--- src/rtl/serial_adder_pkg.sv ---
// serial_adder_pkg: shared state type and sizing helpers for the serial adder
package serial_adder_pkg;
  typedef enum logic [1:0] {IDLE, RUN, DONE} state_t;
  function automatic int calc_n(int width, int digit);
    return width / digit;
  endfunction
  function automatic int calc_cw(int width, int digit);
    int n = calc_n(width, digit);
    return n > 1 ? $clog2(n) : 1;
  endfunction
endpackage

--- src/rtl/serial_adder_if.sv ---
// serial_adder_if: start/done handshake, operands and result of the serial adder
interface serial_adder_if #(parameter int WIDTH = 8);
  logic             start;
  logic             cin;
  logic [WIDTH-1:0] a;
  logic [WIDTH-1:0] b;
  logic             ready;
  logic             busy;
  logic             done;
  logic [WIDTH-1:0] sum;
  logic             cout;
  modport master(output start, a, b, cin, input ready, busy, done, sum, cout);
  modport slave(input start, a, b, cin, output ready, busy, done, sum, cout);
endinterface

--- src/rtl/adder_digit.sv ---
// adder_digit: combinational DIGIT-bit ripple adder built from full-adder cells
module adder_digit #(parameter int DIGIT = 1) (
  input  logic [DIGIT-1:0] x,
  input  logic [DIGIT-1:0] y,
  input  logic             ci,
  output logic [DIGIT-1:0] s,
  output logic             co
);
  logic c;
  always_comb begin
    s = '0;
    c = ci;
    for (int i = 0; i < DIGIT; i++) begin
      s[i] = x[i] ^ y[i] ^ c;
      c    = (x[i] & y[i]) | (c & (x[i] ^ y[i]));
    end
    co = c;
  end
endmodule

--- src/rtl/serial_adder.sv ---
// serial_adder: multi-cycle a+b+cin, DIGIT bits per clock, LSB first
module serial_adder
  import serial_adder_pkg::*;
#(
  parameter int WIDTH = 8,
  parameter int DIGIT = 1
) (
  input logic          clk,
  input logic          rst,
  serial_adder_if.slave bus
);
  localparam int N  = calc_n(WIDTH, DIGIT);
  localparam int CW = calc_cw(WIDTH, DIGIT);
  if (WIDTH < 1 || DIGIT < 1 || WIDTH % DIGIT != 0) begin : g_bad_param
    $error("serial_adder: DIGIT must divide WIDTH");
  end
  state_t           state_q, state_d;
  logic [WIDTH-1:0] a_q, a_d, b_q, b_d, ps_q, ps_d, sum_q, sum_d;
  logic             c_q, c_d, cout_q, cout_d, done_q, done_d;
  logic [CW-1:0]    cnt_q, cnt_d;
  logic [DIGIT-1:0] s;
  logic             co, go, run, last;
  adder_digit #(.DIGIT(DIGIT)) u_digit (
    .x (a_q[DIGIT-1:0]),
    .y (b_q[DIGIT-1:0]),
    .ci(c_q),
    .s (s),
    .co(co)
  );
  always_comb begin
    go      = state_q == IDLE && bus.start;
    run     = state_q == RUN;
    last    = cnt_q == CW'(N - 1);
    state_d = go ? RUN : run ? (last ? DONE : RUN) : IDLE;
    a_d     = go ? bus.a : run ? a_q >> DIGIT : a_q;
    b_d     = go ? bus.b : run ? b_q >> DIGIT : b_q;
    c_d     = go ? bus.cin : run ? co : c_q;
    cnt_d   = go ? '0 : run ? cnt_q + CW'(1) : cnt_q;
    // each new digit enters at the top so the LSB digit lands at bit 0 after N shifts
    ps_d    = go ? '0 : run ? WIDTH'({s, ps_q} >> DIGIT) : ps_q;
    sum_d   = run && last ? ps_d : sum_q;
    cout_d  = run && last ? co : cout_q;
    done_d  = run && last;
  end
  always_ff @(posedge clk) begin
    if (rst) begin
      state_q <= IDLE;
      a_q     <= '0;
      b_q     <= '0;
      c_q     <= 1'b0;
      cnt_q   <= '0;
      ps_q    <= '0;
      sum_q   <= '0;
      cout_q  <= 1'b0;
      done_q  <= 1'b0;
    end else begin
      state_q <= state_d;
      a_q     <= a_d;
      b_q     <= b_d;
      c_q     <= c_d;
      cnt_q   <= cnt_d;
      ps_q    <= ps_d;
      sum_q   <= sum_d;
      cout_q  <= cout_d;
      done_q  <= done_d;
    end
  end
  assign bus.ready = state_q == IDLE;
  assign bus.busy  = state_q != IDLE;
  assign bus.done  = done_q;
  assign bus.sum   = sum_q;
  assign bus.cout  = cout_q;
endmodule

--- src/flat_wrapper.sv ---
// flat-port wrapper written by rule: the top's interface ports become plain ports
module serial_adder_flat import serial_adder_pkg::*;
#(
  parameter int WIDTH = 8,
  parameter int DIGIT = 1
)
  (clk, rst, bus_start, bus_a, bus_b, bus_cin, bus_ready, bus_busy, bus_done, bus_sum, bus_cout);
  serial_adder_if #(.WIDTH(WIDTH)) bus_i ();
  input logic clk;
  input logic rst;
  input wire logic [$bits(bus_i.start)-1:0] bus_start;
  input wire logic [$bits(bus_i.a)-1:0] bus_a;
  input wire logic [$bits(bus_i.b)-1:0] bus_b;
  input wire logic [$bits(bus_i.cin)-1:0] bus_cin;
  output wire logic [$bits(bus_i.ready)-1:0] bus_ready;
  output wire logic [$bits(bus_i.busy)-1:0] bus_busy;
  output wire logic [$bits(bus_i.done)-1:0] bus_done;
  output wire logic [$bits(bus_i.sum)-1:0] bus_sum;
  output wire logic [$bits(bus_i.cout)-1:0] bus_cout;
  assign bus_i.start = bus_start;
  assign bus_i.a = bus_a;
  assign bus_i.b = bus_b;
  assign bus_i.cin = bus_cin;
  assign bus_ready = bus_i.ready;
  assign bus_busy = bus_i.busy;
  assign bus_done = bus_i.done;
  assign bus_sum = bus_i.sum;
  assign bus_cout = bus_i.cout;
  serial_adder #(.WIDTH(WIDTH), .DIGIT(DIGIT)) u_core (.clk(clk), .rst(rst), .bus(bus_i));
endmodule
--- config.mk ---
export PLATFORM = sky130hd
export DESIGN_NAME = serial_adder_flat
export DESIGN_NICKNAME = d
export VERILOG_FILES = /design/src/rtl/serial_adder_pkg.sv /design/src/rtl/serial_adder_if.sv /design/src/rtl/adder_digit.sv /design/src/rtl/serial_adder.sv /design/src/flat_wrapper.sv
export SDC_FILE = /design/constraint.sdc
export NUM_CORES = 1
export LEC_CHECK = 0
export CAP_MARGIN = 20
export CELL_PAD_IN_SITES_DETAIL_PLACEMENT = 1
export CELL_PAD_IN_SITES_GLOBAL_PLACEMENT = 1
export CORE_UTILIZATION = 40
export DETAILED_ROUTE_END_ITERATION = 8
export PLACE_DENSITY_LB_ADDON = 0.1
export SLEW_MARGIN = 30
export SYNTH_ARGS = -nofsm -noshare
export SYNTH_HDL_FRONTEND = slang
export SYNTH_HIERARCHICAL = 1
export SYNTH_SLANG_ARGS = --single-unit
--- constraint.sdc ---
create_clock -name clk -period 2.7 [get_ports clk]
set_input_delay 0.27 -clock clk [delete_from_list [all_inputs] [get_ports clk]]
set_output_delay 0.27 -clock clk [all_outputs]
set_load 0.02 [all_outputs]
# [After elaboration in Yosys (flattened, before gate mapping)]
# Index checks and enable logic that the tools add are counted.
# Widths: inputs -> output; s select.
[classes] add_sub_neg=1 n_mul=0 n_div=0 order_cmp=0 eq_ne=2 n_shift=0 muxes=11 bitwise=6 n_reduce_logical=7
[op_table] cell="$mux 8" n=6
[op_table] cell="$mux 1" n=4
[op_table] cell="$reduce_bool 2->1" n=2
[op_table] cell="$add 3x1->3 const B" n=1
[op_table] cell="$eq 3x3->1 const B" n=1
[op_table] cell="$reduce_or 3->1" n=1
[op_table] cell="$and 1x1->1" n=2
[op_table] cell="$eq 2x1->1 const B" n=1
[op_table] cell="$logic_and 1x1->1" n=2
[op_table] cell="$logic_not 2->1" n=1
[op_table] cell="$mux 2" n=1
[op_table] cell="$reduce_or 2->1" n=1
[op_table] cell="$xor 1x1->1" n=2
[op_table] cell="$not 1->1" n=1
[op_table] cell="$or 1x1->1" n=1
[totals] register_bits=40 latch_bits=0 ramBits=0 rom_bits=0 inputBits=20 output_inout_bits=12 n_memories=0

# [Depth between registers and ports, before layout]
# Gate-level depths: netlist of run 1.
[depth] depth_word=5 ltp_mapped=7

# [Modules after synthesis]
# The synthesis of run 1 kept the hierarchy.
[modules_own_cells] module="serial_adder" n_inst=1 cells_each=195 area_each_um2=1609.0 seq_area_each_um2=780.7
[modules_own_cells] module="adder_digit" n_inst=1 cells_each=1 area_each_um2=20.0 seq_area_each_um2=0.0

# [Worst setup path before layout of run 1]
# OpenSTA, ideal clock, no wires.
[synth_path] path_type="register to register" startpoint="register u_core.cnt_q[0]" endpoint="register u_core.sum_q[0] (netlist: u_core/bus.sum[0])" setup_time_ps=71 t_arrival_ps=1445 required_ps=2629 setup_slack_ps=1184 path_stages_with_launch=8 period_less_slack_ps=1516 cell_sequence="dfxtp_1 ha_1 ha_1 clkbuf_1 nand3b_1 clkbuf_1 nand2_1 a21oi_1"
[synth_via] elab_chain_len=2
[synth_lines] element="start, declared" line_no="serial_adder.sv:20" text="logic [CW-1:0] cnt_q, cnt_d;"
[synth_lines] element="start signal, assigned" line_no="serial_adder.sv:61" text="cnt_q <= cnt_d;"
[synth_lines] element="$eq 3x3->1" line_no="serial_adder.sv:33" text="last = cnt_q == CW'(N - 1);"
[synth_lines] element="via u_core.last" line_no="serial_adder.sv:22" text="logic co, go, run, last;"
[synth_lines] element="$logic_and 1x1->1" line_no="serial_adder.sv:41" text="sum_d = run && last ? ps_d : sum_q;"
[synth_lines] element="end signal, assigned" line_no="serial_adder.sv:63" text="sum_q <= sum_d;"
[synth_lines] element="end, declared" line_no="serial_adder.sv:18" text="logic [WIDTH-1:0] a_q, a_d, b_q, b_d, ps_q, ps_d, sum_q, sum_d;"
# The timed path passes the listed nets, and every way through them passes these cells.
# A chain may end at the register's enable or synchronous reset.

# [Worst setup path after layout of run 1]
[layout_path] startpoint="register u_core.state_q[0]" endpoint="output bus_busy"
[layout_via] elab_chain_len=1
[layout_lines] element="start, declared" line_no="serial_adder.sv:17" text="state_t state_q, state_d;"
[layout_lines] element="start signal, assigned" line_no="serial_adder.sv:57" text="state_q <= state_d;"
[layout_lines] element="$reduce_bool 2->1" line_no="serial_adder.sv:69" text="assign bus.busy = state_q != IDLE;"
[layout_lines] element="end, declared" line_no="flat_wrapper.sv:16" text="output wire logic [$bits(bus_i.busy)-1:0] bus_busy;"
# No other way between the ends.

==> flow_summary.html, run 1 <==
<table>
<tr><th>Metric</th><th>Value</th></tr>
<tr><th colspan="2">Status</th></tr>
<tr><td>Outcome</td><td>completed</td></tr>
<tr><th colspan="2">Global routing</th></tr>
<tr><td>Wire length of the first global-routing pass</td><td>roughly 6400 µm</td></tr>
<tr><td>Via count of the first global-routing pass</td><td>roughly 1,400</td></tr>
<tr><td>Antenna violations before repair</td><td>0</td></tr>
<tr><td>Global-route congestion overflow total</td><td>0</td></tr>
<tr><td>Overall global routing resource usage</td><td>roughly a fifth</td></tr>
<tr><td>Pin count of the biggest net entering global routing</td><td>31</td></tr>
<tr><th colspan="2">Synthesis</th></tr>
<tr><td>Fraction of the yosys area taken by sequential cells</td><td>between 40% and 50%</td></tr>
<tr><td>Post-Synthesis Cells</td><td>196</td></tr>
<tr><td>Mean area per synthesized cell</td><td>slightly above 8 µm²</td></tr>
<tr><td>Synth warnings</td><td>6</td></tr>
<tr><td>Ys flop type</td><td>dfxtp_1</td></tr>
<tr><td>Leading cell types by total area after synthesis</td><td>dfxtp_1 (48%), a21oi_1 (10%), nand2_1 (9.2%)</td></tr>
<tr><td>Post-synth top area share</td><td>~48%</td></tr>
<tr><td>Share of flip-flops with an asynchronous set or reset after synthesis</td><td>0%</td></tr>
<tr><td>Synth unique cells</td><td>26</td></tr>
<tr><td>Area of the mapped netlist</td><td>between 0.0015 and 0.002 mm²</td></tr>
<tr><td>Net count after synthesis</td><td>roughly 220</td></tr>
<tr><td>Synthesis-stage register bit count</td><td>39</td></tr>
<tr><td>Leading area contributor after synthesis</td><td>dfxtp_1</td></tr>
<tr><td>Number of flops mapped to enable cells by yosys</td><td>0</td></tr>
<tr><th colspan="2">CTS</th></tr>
<tr><td>Root cell of the clock tree</td><td>clkbuf_8</td></tr>
<tr><td>Clock Tree Buf Depth</td><td>2</td></tr>
<tr><td>CTS Sinks</td><td>39</td></tr>
<tr><td>Number of clock buffers inserted by TritonCTS</td><td>5</td></tr>
<tr><td>Number of instances resized during post-cts repair</td><td>0</td></tr>
<tr><td>Clock transition time at the flip-flop clock pins of the worst setup and hold paths</td><td>~70 ps</td></tr>
<tr><td>Number of buffers inserted for hold repair after clock tree synthesis</td><td>0</td></tr>
<tr><td>Number of H-tree levels</td><td>2</td></tr>
<tr><td>Clock tree from TritonCTS</td><td>done</td></tr>
<tr><td>Number of post-CTS setup repair buffers</td><td>0</td></tr>
<tr><td>Skew-Pair Late Insertion Delay</td><td>between 200 and 300 ps</td></tr>
<tr><th colspan="2">Worst setup path</th></tr>
<tr><td>Kind of critical path</td><td>register to output port</td></tr>
<tr><td>Worst setup path start</td><td>u_core/state_q[0]</td></tr>
<tr><td>CP Data Required Time</td><td>~2400 ps</td></tr>
<tr><td>Kind of end point of the critical path</td><td>output port</td></tr>
<tr><td>Crit path max fanout</td><td>13</td></tr>
<tr><td>Reg2reg path depth</td><td>3</td></tr>
<tr><td>Worst setup SP type</td><td>register</td></tr>
<tr><td>Worst endpoint data arrival time</td><td>1660 ps</td></tr>
<tr><td>Origin of the critical flop-to-flop path</td><td>u_core/state_q[1]</td></tr>
<tr><th colspan="2">Die</th></tr>
<tr><td>Die Width</td><td>roughly 66 µm</td></tr>
<tr><td>Row Count</td><td>22</td></tr>
<tr><td>Area of the die</td><td>between 0.004 and 0.005 mm²</td></tr>
<tr><td>Area of the core</td><td>about 0.0038 mm²</td></tr>
<tr><td>Vertical die dimension</td><td>around 66 µm</td></tr>
<tr><td>Top-level I/O count</td><td>32</td></tr>
<tr><td>Initial core utilization</td><td>approximately 43%</td></tr>
<tr><th colspan="2">Timing</th></tr>
<tr><td>Final setup violating endpoints</td><td>0</td></tr>
<tr><td>Max-slew violation count</td><td>0</td></tr>
<tr><td>Achievable frequency</td><td>slightly above 500 MHz</td></tr>
<tr><td>Final-report hold violation count</td><td>0</td></tr>
<tr><td>Post-layout minimum cycle time</td><td>1933 ps</td></tr>
<tr><td>Transition time at the pin with the least slew margin</td><td>between 900 and 1000 ps</td></tr>
<tr><td>Aggregate negative setup slack</td><td>0 ps</td></tr>
<tr><td>Final setup skew</td><td>just over 4 ps</td></tr>
<tr><td>Final cycle utilization of the critical path</td><td>a little under three quarters</td></tr>
<tr><td>Worst rel slew slack</td><td>about 39%</td></tr>
<tr><td>Unrepaired setup endpoints after global routing</td><td>false</td></tr>
<tr><th colspan="2">Placement</th></tr>
<tr><td>Count of buffers inserted at the top-level ports</td><td>31</td></tr>
<tr><td>Post-DP HPWL</td><td>about 2500 µm</td></tr>
<tr><td>Number of placed instances with taps included</td><td>259</td></tr>
<tr><td>Placer's final routability congestion estimate</td><td>between 0.7 and 0.8</td></tr>
<tr><th colspan="2">Worst hold path</th></tr>
<tr><td>Hold depth</td><td>2</td></tr>
<tr><td>Start point of the worst min-delay path</td><td>u_core/bus.sum[4]</td></tr>
<tr><td>Hold Path Class</td><td>register to register</td></tr>
<tr><th colspan="2">Power</th></tr>
<tr><td>Overall power</td><td>~0.0013 W</td></tr>
<tr><td>Power per unit of standard cell area</td><td>around 630 mW/mm²</td></tr>
<tr><td>Maximum vdd ir drop</td><td>approximately 0.35 mV</td></tr>
<tr><td>Leakage Power</td><td>~0.72 nW</td></tr>
<tr><th colspan="2">Cells and area</th></tr>
<tr><td>Layout cell share with drive strength beyond 1</td><td>approximately 7.3%</td></tr>
<tr><td>Layout overhead on the synthesized area</td><td>23.96%</td></tr>
<tr><td>Post-layout net count</td><td>approximately 240</td></tr>
<tr><td>Antenna diodes</td><td>0</td></tr>
<tr><td>Number of non-filler instances in the completed layout</td><td>~270</td></tr>
<tr><td>Filler cells</td><td>454</td></tr>
<tr><th colspan="2">Routing</th></tr>
<tr><td>First DRT Iteration DRCs</td><td>55</td></tr>
<tr><td>Total via count after detailed routing</td><td>approximately 1,400</td></tr>
<tr><td>Length of the first detailed-routing pass in iterations</td><td>3</td></tr>
<tr><td>Total wirelength of the detailed-routed design</td><td>around 3800 µm</td></tr>
<tr><td>Remaining routing DRC violations</td><td>0</td></tr>
<tr><td>Detailed-route wire length per cell</td><td>between 10 and 15 µm</td></tr>
<tr><td>DRT antenna net count</td><td>0</td></tr>
<tr><td>Average vias per placed instance</td><td>between 5 and 6</td></tr>
<tr><th colspan="2">Run</th></tr>
<tr><td>Max Cap Violations</td><td>0</td></tr>
</table>
kinds of logic after synthesis:
group,synth area share (%)
adders and majority gates,2.765
xor gates and xnor gates,0.5377
DFF,47.93
muxes,0.6145
buffers and inverters,6.681
and+or+nand+nor,24.42
AOI/OAI and AO/OA,17.05
worst max-delay path, stage by stage (launching register included):
cell             delay [ps]
dfxtp_1                 580
nor2_1                  120
inv_1                    80
clkdlybuf4s50_1         600
through the flow:
| stage | utilization (%) | instance area, µm² | setup slack [ps] | hold WS, ps |
|---|---|---|---|---|
| floorplan | - | 1629 | 1184 | 406.0 |
| global placement | 50.43 | 1902 | 681.6 | 440.5 |
| detailed placement | 50.43 | 1902 | 615.4 | 451.7 |
| CTS | 53.55 | 2019 | 741.2 | 462.7 |
| global route | 53.55 | 2019 | 651.7 | 480.9 |
| finish | 53.55 | 2019 | 767.2 | 458.7 |
worst paths after layout:
kind	slack [ps]	end
max	770	bus_busy
min	460	u_core/bus.sum[4]
max reg2reg	800	u_core/a_q[3]
min reg2reg	460	u_core/bus.sum[4]
cell usage after synthesis (2+ instances only):
master	n
nor3_1	3
nand3_1	10
nand2b_1	5
nand2_1	40
dfxtp_1	39
buf_2	6
clkbuf_1	4
nor2_1	20
buf_4	3
buf_6	3
or3b_2	3
a21oi_1	34
a211oi_1	12
ha_1	2
cells in the final DEF (no fill, tap or decap), types with 3 or more instances in the layout:
cell type        Yosys  final
dfxtp_1             39     39
nand2_1             40     40
or3b_2               3      3
nand2b_1             5      5
a21oi_1             34     34
nand3_1             10     10
nor2_1              20     20
nor3_1               3      3
clkdlybuf4s50_1      0     31
clkbuf_8             0      6
a211oi_1            12     12
registers in the layout, indices dropped and copies added (netlist names):
signal and flops:
u_core/a_q 8, u_core/b_q 8, u_core/bus.sum 8, u_core/ps_q 7, u_core/cnt_q 3, u_core/state_q 2
u_core/bus.cout 1, u_core/bus.done 1, u_core/c_q 1
per-layer routing:
metal	wire (µm)	vias to the layer above	GRT usage (%)	part of all wire, %
met5	0	-	0	0
met4	27	0	5.435	0.71
met3	147	4	6.034	3.9
met2	1931	22	33.16	51
met1	1703	664	23.07	45
li1	-	699	-	-
area by class of cell:
class                           count  area [µm²]  area share [%]
Clock buffer                        6       82.58           4.089
Clock inverter                      2       35.03           1.735
Inverter                            1       3.754          0.1859
Multi-Input combinational cell    139       739.5           36.62
Sequential cell                    39       780.7           38.66
Tap cell                           48       60.06           2.974
Timing Repair Buffer               32       317.8           15.74
report_power, final:
group          switching, W  leakage (nW)  internal, W
clock network      0.000196        0.0612     0.000299
registers         0.0000192         0.318     0.000601
logic             0.0000805         0.339    0.0000677
total              0.000296         0.719     0.000968
(Power assumes the default switching activity.)
==> inputs of run 2 (changes only) <==
--- a/config.mk
+++ b/config.mk
@@ -8,7 +8,7 @@
 export CAP_MARGIN = 20
 export CELL_PAD_IN_SITES_DETAIL_PLACEMENT = 1
 export CELL_PAD_IN_SITES_GLOBAL_PLACEMENT = 1
-export CORE_UTILIZATION = 40
+export CORE_UTILIZATION = 37
 export DETAILED_ROUTE_END_ITERATION = 8
 export PLACE_DENSITY_LB_ADDON = 0.1
 export SLEW_MARGIN = 30
==> constraint.sdc (replaced) <==
create_clock -name clk -period 1.9 [get_ports clk]
set_input_delay 0.19 -clock clk [delete_from_list [all_inputs] [get_ports clk]]
set_output_delay 0.19 -clock clk [all_outputs]
set_load 0.02 [all_outputs]
==> run 2 against run 1 <==
Net effect: hold slack lost 11 ps; first-iteration DRC count rose by 47%; final cell count up 3.7%; non-clock buffer count increased by 8; critical endpoint unchanged; register-to-register slack got worse by 440 ps; power rose by 45%; wire length rose by 2.8%; sequential power grew 42%; count of clock-buffer cells in the layout unchanged; largest cell class unchanged; design area increased by 3.2%; clock skew up 5.9 ps.
==> flow_summary.html, run 2 (synthesized netlist as in run 1, its figures left out) <==
<table>
<tr><th>Metric</th><th>Value</th></tr>
<tr><th colspan="2">Die</th></tr>
<tr><td>Area of the core</td><td>0.004115 mm² (was 0.003771 mm²)</td></tr>
<tr><td>Vertical die dimension</td><td>68.36 µm (was 65.82 µm)</td></tr>
<tr><td>Initial core utilization</td><td>39.59% (was 43.20%)</td></tr>
<tr><td>Top-level I/O count</td><td>32 (unchanged)</td></tr>
<tr><td>Area of the die</td><td>0.004672 mm² (was 0.004332 mm²)</td></tr>
<tr><td>Die Width</td><td>68.36 µm (was 65.82 µm)</td></tr>
<tr><td>Row Count</td><td>23 (was 22)</td></tr>
<tr><th colspan="2">Routing</th></tr>
<tr><td>Total wirelength of the detailed-routed design</td><td>3917 µm (was 3810 µm)</td></tr>
<tr><td>Total via count after detailed routing</td><td>1,439 (was 1,389)</td></tr>
<tr><td>DRT antenna net count</td><td>0 (unchanged)</td></tr>
<tr><td>Remaining routing DRC violations</td><td>0 (unchanged)</td></tr>
<tr><td>Average vias per placed instance</td><td>5.195 (was 5.202)</td></tr>
<tr><td>Length of the first detailed-routing pass in iterations</td><td>4 (was 3)</td></tr>
<tr><td>Detailed-route wire length per cell</td><td>14.14 µm (was 14.27 µm)</td></tr>
<tr><td>First DRT Iteration DRCs</td><td>81 (was 55)</td></tr>
<tr><th colspan="2">Run</th></tr>
<tr><td>Max Cap Violations</td><td>0 (unchanged)</td></tr>
<tr><th colspan="2">Power</th></tr>
<tr><td>Maximum vdd ir drop</td><td>0.3508 mV (was 0.3474 mV)</td></tr>
<tr><td>Leakage Power</td><td>0.7584 nW (was 0.7190 nW)</td></tr>
<tr><td>Power per unit of standard cell area</td><td>877.0 mW/mm² (was 625.7 mW/mm²)</td></tr>
<tr><td>Overall power</td><td>0.001827 W (was 0.001264 W)</td></tr>
<tr><th colspan="2">Placement</th></tr>
<tr><td>Setup slack after placement</td><td>230.2 ps (was 615.4 ps)</td></tr>
<tr><td>Post-DP HPWL</td><td>2837 µm (was 2533 µm)</td></tr>
<tr><td>Placer's final routability congestion estimate</td><td>0.7206 (was 0.7148)</td></tr>
<tr><td>Count of buffers inserted at the top-level ports</td><td>31 (unchanged)</td></tr>
<tr><th colspan="2">Timing</th></tr>
<tr><td>Final setup violating endpoints</td><td>0 (unchanged)</td></tr>
<tr><td>Worst rel slew slack</td><td>65.27% (was 38.75%)</td></tr>
<tr><td>Final cycle utilization of the critical path</td><td>95.37%</td></tr>
<tr><td>Final-report hold violation count</td><td>0 (unchanged)</td></tr>
<tr><td>Final setup skew</td><td>9.957 ps (was 4.072 ps)</td></tr>
<tr><td>Achievable frequency</td><td>551.9 MHz</td></tr>
<tr><td>Aggregate negative setup slack</td><td>0 ps (unchanged)</td></tr>
<tr><td>Unrepaired setup endpoints after global routing</td><td>false (unchanged)</td></tr>
<tr><td>Post-layout worst setup margin</td><td>87.92 ps (was 767.2 ps)</td></tr>
<tr><td>Transition time at the pin with the least slew margin</td><td>519.4 ps (was 918.8 ps)</td></tr>
<tr><td>Max-slew violation count</td><td>0 (unchanged)</td></tr>
<tr><td>Post-layout minimum cycle time</td><td>between 1500 and 2000 ps</td></tr>
<tr><th colspan="2">Worst setup path</th></tr>
<tr><td>Origin of the critical flop-to-flop path</td><td>u_core/cnt_q[0] (was u_core/state_q[1])</td></tr>
<tr><td>Crit path max fanout</td><td>10 (was 13)</td></tr>
<tr><td>Worst setup SP type</td><td>register (unchanged)</td></tr>
<tr><td>Worst setup path start</td><td>u_core/state_q[1] (was u_core/state_q[0])</td></tr>
<tr><td>Kind of end point of the critical path</td><td>output port (unchanged)</td></tr>
<tr><td>CP Data Required Time</td><td>1710 ps (was 2430 ps)</td></tr>
<tr><td>Worst endpoint data arrival time</td><td>1620 ps (was 1660 ps)</td></tr>
<tr><td>Kind of critical path</td><td>register to output port (unchanged)</td></tr>
<tr><th colspan="2">Cells and area</th></tr>
<tr><td>Layout cell share with drive strength beyond 1</td><td>11.01% (was 7.306%)</td></tr>
<tr><td>Antenna diodes</td><td>0 (unchanged)</td></tr>
<tr><td>Layout overhead on the synthesized area</td><td>27.88% (was 23.96%)</td></tr>
<tr><td>Most frequent standard cell in the layout excluding fill and tap cells</td><td>nand2_1 (unchanged)</td></tr>
<tr><td>Post-layout net count</td><td>249 (was 241)</td></tr>
<tr><td>Commonest cells after routing, fill and taps aside</td><td>nand2_1 (40), dfxtp_1 (38), a21oi_1 (34) (was nand2_1 (40), dfxtp_1 (39), a21oi_1 (34))</td></tr>
<tr><td>Final cell utilization of the core</td><td>50.62% (was 53.55%)</td></tr>
<tr><th colspan="2">Global routing</th></tr>
<tr><td>Pin count of the biggest net entering global routing</td><td>23 (was 31)</td></tr>
<tr><td>Antenna violations before repair</td><td>0 (unchanged)</td></tr>
<tr><td>Wire length of the first global-routing pass</td><td>6272 µm (was 6375 µm)</td></tr>
<tr><td>Via count of the first global-routing pass</td><td>1,412 (was 1,439)</td></tr>
<tr><td>Overall global routing resource usage</td><td>18.78% (was 19.37%)</td></tr>
<tr><td>Global-route congestion overflow total</td><td>0 (unchanged)</td></tr>
<tr><th colspan="2">CTS</th></tr>
<tr><td>Root cell of the clock tree</td><td>clkbuf_8 (unchanged)</td></tr>
<tr><td>Number of clock buffers inserted by TritonCTS</td><td>5 (unchanged)</td></tr>
<tr><td>Skew-Pair Late Insertion Delay</td><td>300 ps (was 280 ps)</td></tr>
<tr><td>Clock transition time at the flip-flop clock pins of the worst setup and hold paths</td><td>80 ps (was 70 ps)</td></tr>
<tr><td>Number of H-tree levels</td><td>2 (unchanged)</td></tr>
<tr><td>Clock tree from TritonCTS</td><td>done (unchanged)</td></tr>
<tr><td>Number of buffers inserted for hold repair after clock tree synthesis</td><td>0 (unchanged)</td></tr>
<tr><td>CTS Sinks</td><td>39 (unchanged)</td></tr>
<tr><td>Clock Tree Buf Depth</td><td>2 (unchanged)</td></tr>
<tr><th colspan="2">Status</th></tr>
<tr><td>Outcome</td><td>completed (unchanged)</td></tr>
<tr><th colspan="2">Worst hold path</th></tr>
<tr><td>Start point of the worst min-delay path</td><td>bus_b[7] (was u_core/bus.sum[4])</td></tr>
<tr><td>Hold Path Class</td><td>input port to register (was register to register)</td></tr>
</table>
==> run 2: changes by cell type in the layout (fill, tap and decap cells not counted), sizes merged <==
cell	delta
buf	+8
==> run 2: cell type report <==
| class | instances | area (µm²) |
|---|---|---|
| clock buffers | 6 | 82.58 |
| clock inverters | 2 | 35.03 |
| fillers | 495 | 2032 |
| inverters | 1 | 3.754 |
| multi-input cells | 139 | 739.5 |
| flip-flops and latches | 39 | 782.0 |
| well taps | 50 | 62.56 |
| repair buffers | 40 | 377.9 |
==> run 2: path summary, 6_finish.rpt <==
| path | to | slack [ps] | depth (start not counted) |
|---|---|---|---|
| worst max-delay path | bus_busy | 90 | 3 |
| worst min-delay path | u_core/b_q[7] | 450 | 3 |
| worst min register to register | u_core/bus.sum[7] | 450 | 2 |
| worst max register to register | u_core/bus.cout | 360 | 5 |
==> run 2: power by group <==
group          switching, W  internal (W)
combinational      0.000118      0.000111
clock              0.000291      0.000425
sequential        0.0000278      0.000855
total              0.000436       0.00139
==> run 2: per-layer routing <==
metal	wire, µm	global-route usage [%]	up-vias	part of all wire (%)
met4	66	7.813	0	1.7
met2	1991	33.33	26	51
met1	1735	21.18	693	44
met5	0	0	-	0
met3	124	4.500	6	3.2
li1	-	-	714	-
==> run 2: worst max-delay path, cell delays in order (launching register included) <==
cell and delay, ps:
dfxtp_1 550, nor2_1 120, inv_1 70, clkdlybuf4s50_1 600
==> run 2: repair_timing <==
item	4_1_cts	5_1_grt
setup buffers	0	0
endpoints found under the setup margin	0	1
hold endpoints to repair	0	0
resized for setup	0	1
==> run 2: through the flow <==
stage	std cells	instance area (µm²)	hold slack, ps
4_1_cts	277	2082	442.6
6_report	277	2083	447.4
5_1_grt	277	2083	473.4
3_3_place_gp	269	1964	443.4
3_5_place_dp	269	1964	445.8
2_1_floorplan	196	1629	326.0
==> inputs of run 3 (changes only) <==
--- a/config.mk
+++ b/config.mk
@@ -9,6 +9,7 @@
 export CELL_PAD_IN_SITES_DETAIL_PLACEMENT = 1
 export CELL_PAD_IN_SITES_GLOBAL_PLACEMENT = 1
 export CORE_UTILIZATION = 37
+export CTS_BUF_LIST = sky130_fd_sc_hd__clkbuf_16
 export DETAILED_ROUTE_END_ITERATION = 8
 export PLACE_DENSITY_LB_ADDON = 0.1
 export SLEW_MARGIN = 30
==> run 3 against run 2 <==
Net effect: sequential power is essentially flat; count of clock-buffer cells in the layout shrank 1; critical endpoint unchanged; critical path depth is the same; die area is the same; largest cell class unchanged; clock power grew 29%; sequential share of layout area shrank 0.82 points; via count grew 0.42%; largest power group is now the clock network; utilization grew 1.1 points; wire length grew 0.97%; critical path type unchanged; register-to-register slack is essentially flat; setup slack gained 30 ps; clock skew shrank 5.8 ps.
==> flow_summary.html, run 3 (synthesized netlist as in run 1, its figures left out) <==
<table>
<tr><th>Metric</th><th>Value</th></tr>
<tr><th colspan="2">Placement</th></tr>
<tr><td>Post-DP HPWL</td><td>2837 µm (unchanged)</td></tr>
<tr><td>Placer's final routability congestion estimate</td><td>0.7206 (unchanged)</td></tr>
<tr><td>Count of buffers inserted at the top-level ports</td><td>31 (unchanged)</td></tr>
<tr><td>Post-DP Area</td><td>0.001964 mm² (unchanged)</td></tr>
<tr><th colspan="2">Timing</th></tr>
<tr><td>Final setup skew</td><td>4.172 ps (was 9.957 ps)</td></tr>
<tr><td>Achievable frequency</td><td>561.3 MHz (was 551.9 MHz)</td></tr>
<tr><td>Max-slew violation count</td><td>0 (unchanged)</td></tr>
<tr><td>Final setup violating endpoints</td><td>0 (unchanged)</td></tr>
<tr><td>Hold_ws</td><td>450.3 ps (was 447.4 ps)</td></tr>
<tr><td>Aggregate negative setup slack</td><td>0 ps (unchanged)</td></tr>
<tr><td>Transition time at the pin with the least slew margin</td><td>520.8 ps (was 519.4 ps)</td></tr>
<tr><td>Final cycle utilization of the critical path</td><td>93.77% (was 95.37%)</td></tr>
<tr><td>Final-report hold violation count</td><td>0 (unchanged)</td></tr>
<tr><td>Worst rel slew slack</td><td>65.17% (was 65.27%)</td></tr>
<tr><td>Post-layout minimum cycle time</td><td>1782 ps (was 1812 ps)</td></tr>
<tr><td>Unrepaired setup endpoints after global routing</td><td>false (unchanged)</td></tr>
<tr><th colspan="2">Worst setup path</th></tr>
<tr><td>Kind of critical path</td><td>register to output port (unchanged)</td></tr>
<tr><td>Crit path max fanout</td><td>10 (unchanged)</td></tr>
<tr><td>Kind of end point of the critical path</td><td>output port (unchanged)</td></tr>
<tr><td>Delay of the slowest cell on the worst path</td><td>600 ps (about the same)</td></tr>
<tr><td>Chain of cells forming the critical path</td><td>nor2_1 &gt; inv_1 &gt; clkdlybuf4s50_1 (unchanged)</td></tr>
<tr><td>Worst setup SP type</td><td>register (unchanged)</td></tr>
<tr><td>CP Data Required Time</td><td>1710 ps (about the same)</td></tr>
<tr><td>Reg2reg setup slack</td><td>360 ps (about the same)</td></tr>
<tr><td>Capturing point of the worst reg2reg path</td><td>u_core/bus.cout (unchanged)</td></tr>
<tr><td>Worst endpoint data arrival time</td><td>1590 ps (was 1620 ps)</td></tr>
<tr><td>Top cell family by delay on the critical path</td><td>buffers and inverters (unchanged)</td></tr>
<tr><td>Origin of the critical flop-to-flop path</td><td>u_core/cnt_q[0] (unchanged)</td></tr>
<tr><td>Total buffers and inverters traversed by the critical path</td><td>2 (unchanged)</td></tr>
<tr><td>Slowest cell on the critical path</td><td>clkdlybuf4s50_1 (unchanged)</td></tr>
<tr><td>Reg2reg path depth</td><td>5 (unchanged)</td></tr>
<tr><th colspan="2">Die</th></tr>
<tr><td>Initial core utilization</td><td>39.59% (unchanged)</td></tr>
<tr><td>Die Width</td><td>68.36 µm (unchanged)</td></tr>
<tr><td>Area of the core</td><td>0.004115 mm² (unchanged)</td></tr>
<tr><td>Row Count</td><td>23 (unchanged)</td></tr>
<tr><td>Vertical die dimension</td><td>68.36 µm (unchanged)</td></tr>
<tr><td>Area of the die</td><td>0.004672 mm² (unchanged)</td></tr>
<tr><td>Top-level I/O count</td><td>32 (unchanged)</td></tr>
<tr><th colspan="2">Cells and area</th></tr>
<tr><td>Layout Cell Area excl Fill</td><td>0.002130 mm² (was 0.002083 mm²)</td></tr>
<tr><td>Post-layout net count</td><td>249 (unchanged)</td></tr>
<tr><td>Most frequent standard cell in the layout excluding fill and tap cells</td><td>nand2_1 (unchanged)</td></tr>
<tr><td>Commonest cells after routing, fill and taps aside</td><td>nand2_1 (40), dfxtp_1 (38), a21oi_1 (34) (unchanged)</td></tr>
<tr><td>Layout overhead on the synthesized area</td><td>30.72% (was 27.88%)</td></tr>
<tr><td>Antenna diodes</td><td>0 (unchanged)</td></tr>
<tr><td>Filler cells</td><td>491 (was 495)</td></tr>
<tr><td>Layout cell share with drive strength beyond 1</td><td>10.57% (was 11.01%)</td></tr>
<tr><th colspan="2">Global routing</th></tr>
<tr><td>Via count of the first global-routing pass</td><td>1,433 (was 1,412)</td></tr>
<tr><td>Antenna violations before repair</td><td>0 (unchanged)</td></tr>
<tr><td>Overall global routing resource usage</td><td>19.37% (was 18.78%)</td></tr>
<tr><td>Pin count of the biggest net entering global routing</td><td>23 (unchanged)</td></tr>
<tr><td>Global-route congestion overflow total</td><td>0 (unchanged)</td></tr>
<tr><td>Wire length of the first global-routing pass</td><td>6451 µm (was 6272 µm)</td></tr>
<tr><th colspan="2">Power</th></tr>
<tr><td>Maximum vdd ir drop</td><td>0.4438 mV (was 0.3508 mV)</td></tr>
<tr><td>Power per unit of standard cell area</td><td>955.8 mW/mm² (was 877.0 mW/mm²)</td></tr>
<tr><td>Leakage Power</td><td>0.7784 nW (was 0.7584 nW)</td></tr>
<tr><th colspan="2">Routing</th></tr>
<tr><td>First DRT Iteration DRCs</td><td>73 (was 81)</td></tr>
<tr><td>Detailed-route wire length per cell</td><td>14.28 µm (was 14.14 µm)</td></tr>
<tr><td>Length of the first detailed-routing pass in iterations</td><td>4 (unchanged)</td></tr>
<tr><td>Total via count after detailed routing</td><td>1,445 (was 1,439)</td></tr>
<tr><td>Remaining routing DRC violations</td><td>0 (unchanged)</td></tr>
<tr><td>Average vias per placed instance</td><td>5.217 (was 5.195)</td></tr>
<tr><td>Total wirelength of the detailed-routed design</td><td>3955 µm (was 3917 µm)</td></tr>
<tr><td>DRT antenna net count</td><td>0 (unchanged)</td></tr>
<tr><th colspan="2">CTS</th></tr>
<tr><td>CTS Sinks</td><td>39 (unchanged)</td></tr>
<tr><td>Number of H-tree levels</td><td>2 (unchanged)</td></tr>
<tr><td>Number of instances resized during post-cts repair</td><td>0 (unchanged)</td></tr>
<tr><td>Clock Tree Buf Depth</td><td>2 (unchanged)</td></tr>
<tr><td>Number of clock buffers inserted by TritonCTS</td><td>5 (unchanged)</td></tr>
<tr><td>Skew-Pair Late Insertion Delay</td><td>280 ps (was 300 ps)</td></tr>
<tr><td>Number of buffers inserted for hold repair after clock tree synthesis</td><td>0 (unchanged)</td></tr>
<tr><td>Number of post-CTS setup repair buffers</td><td>0 (unchanged)</td></tr>
<tr><td>Clock tree from TritonCTS</td><td>done (unchanged)</td></tr>
<tr><td>Clock transition time at the flip-flop clock pins of the worst setup and hold paths</td><td>50 ps (was 80 ps)</td></tr>
<tr><td>Root cell of the clock tree</td><td>clkbuf_16 (was clkbuf_8)</td></tr>
<tr><th colspan="2">Worst hold path</th></tr>
<tr><td>Hold worst-path end</td><td>u_core/bus.sum[7] (was u_core/b_q[7])</td></tr>
<tr><td>Hold Path Class</td><td>register to register (was input port to register)</td></tr>
<tr><td>Hold depth</td><td>2 (was 3)</td></tr>
<tr><td>Start point of the worst min-delay path</td><td>u_core/bus.sum[7] (was bus_b[7])</td></tr>
<tr><th colspan="2">Run</th></tr>
<tr><td>Max Cap Violations</td><td>0 (unchanged)</td></tr>
<tr><th colspan="2">Status</th></tr>
<tr><td>Outcome</td><td>completed (unchanged)</td></tr>
</table>
==> run 3: worst max-delay path by stage <==
stage	from	endpoint	slack, ps	cells past startpoint
2_1_floorplan	u_core/cnt_q[0]	u_core/bus.sum[0]	380	7
3_3_place_gp	bus_start	u_core/cnt_q[0]	280	4
3_5_place_dp	bus_start	u_core/cnt_q[1]	230	4
4_1_cts	u_core/state_q[0]	bus_busy	40	3
5_1_grt	u_core/state_q[1]	bus_busy	50	3
6_report	u_core/state_q[1]	bus_busy	120	3
==> run 3: layout make-up <==
type	instances	area (µm²)	area share, %
inverter	1	3.754	0.1763
multi-input combinational	139	739.5	34.72
clock inverter	3	38.79	1.821
tap	50	62.56	2.938
timing repair buffer	40	377.9	17.74
clock buffer	5	125.1	5.875
sequential	39	782.0	36.72
==> run 3: worst min-delay path, delay by kind of cell, from the launching register on <==
family	cells	cell delay, ps
DFF	1	300
and+or+nand+nor	1	50
AOI/OAI and AO/OA	1	50
==> run 3: metrics by stage <==
step                      worst slack, ps  util, %  power, W  std cells
after CTS                           36.44    51.72  0.002062        277
after detailed placement            230.2    47.73  0.001131        269
after floorplan                     383.8        -  0.001042        196
after global placement              282.1    47.73  0.001118        269
final                               118.4    51.75  0.002035        277
after global routing                52.14    51.75  0.002119        277
==> run 3: power breakdown <==
| part | internal, W | leakage [nW] | switching, W | total, W |
|---|---|---|---|---|
| Clock | 0.000612 | 0.0812 | 0.000311 | 0.000922 |
| Sequential | 0.000856 | 0.319 | 0.0000276 | 0.000884 |
| Combinational | 0.000111 | 0.378 | 0.000118 | 0.000229 |
| Total | 0.00158 | 0.778 | 0.000456 | 0.00204 |
==> run 3: per-layer routing <==
layer	routed length [µm]	up-vias	part of all wire, %	track usage, %
met4	34	0	0.86	7.031
met5	0	-	0	0
met1	1685	699	43	21.18
met2	2099	24	53	35.05
li1	-	718	-	-
met3	136	4	3.4	5.500
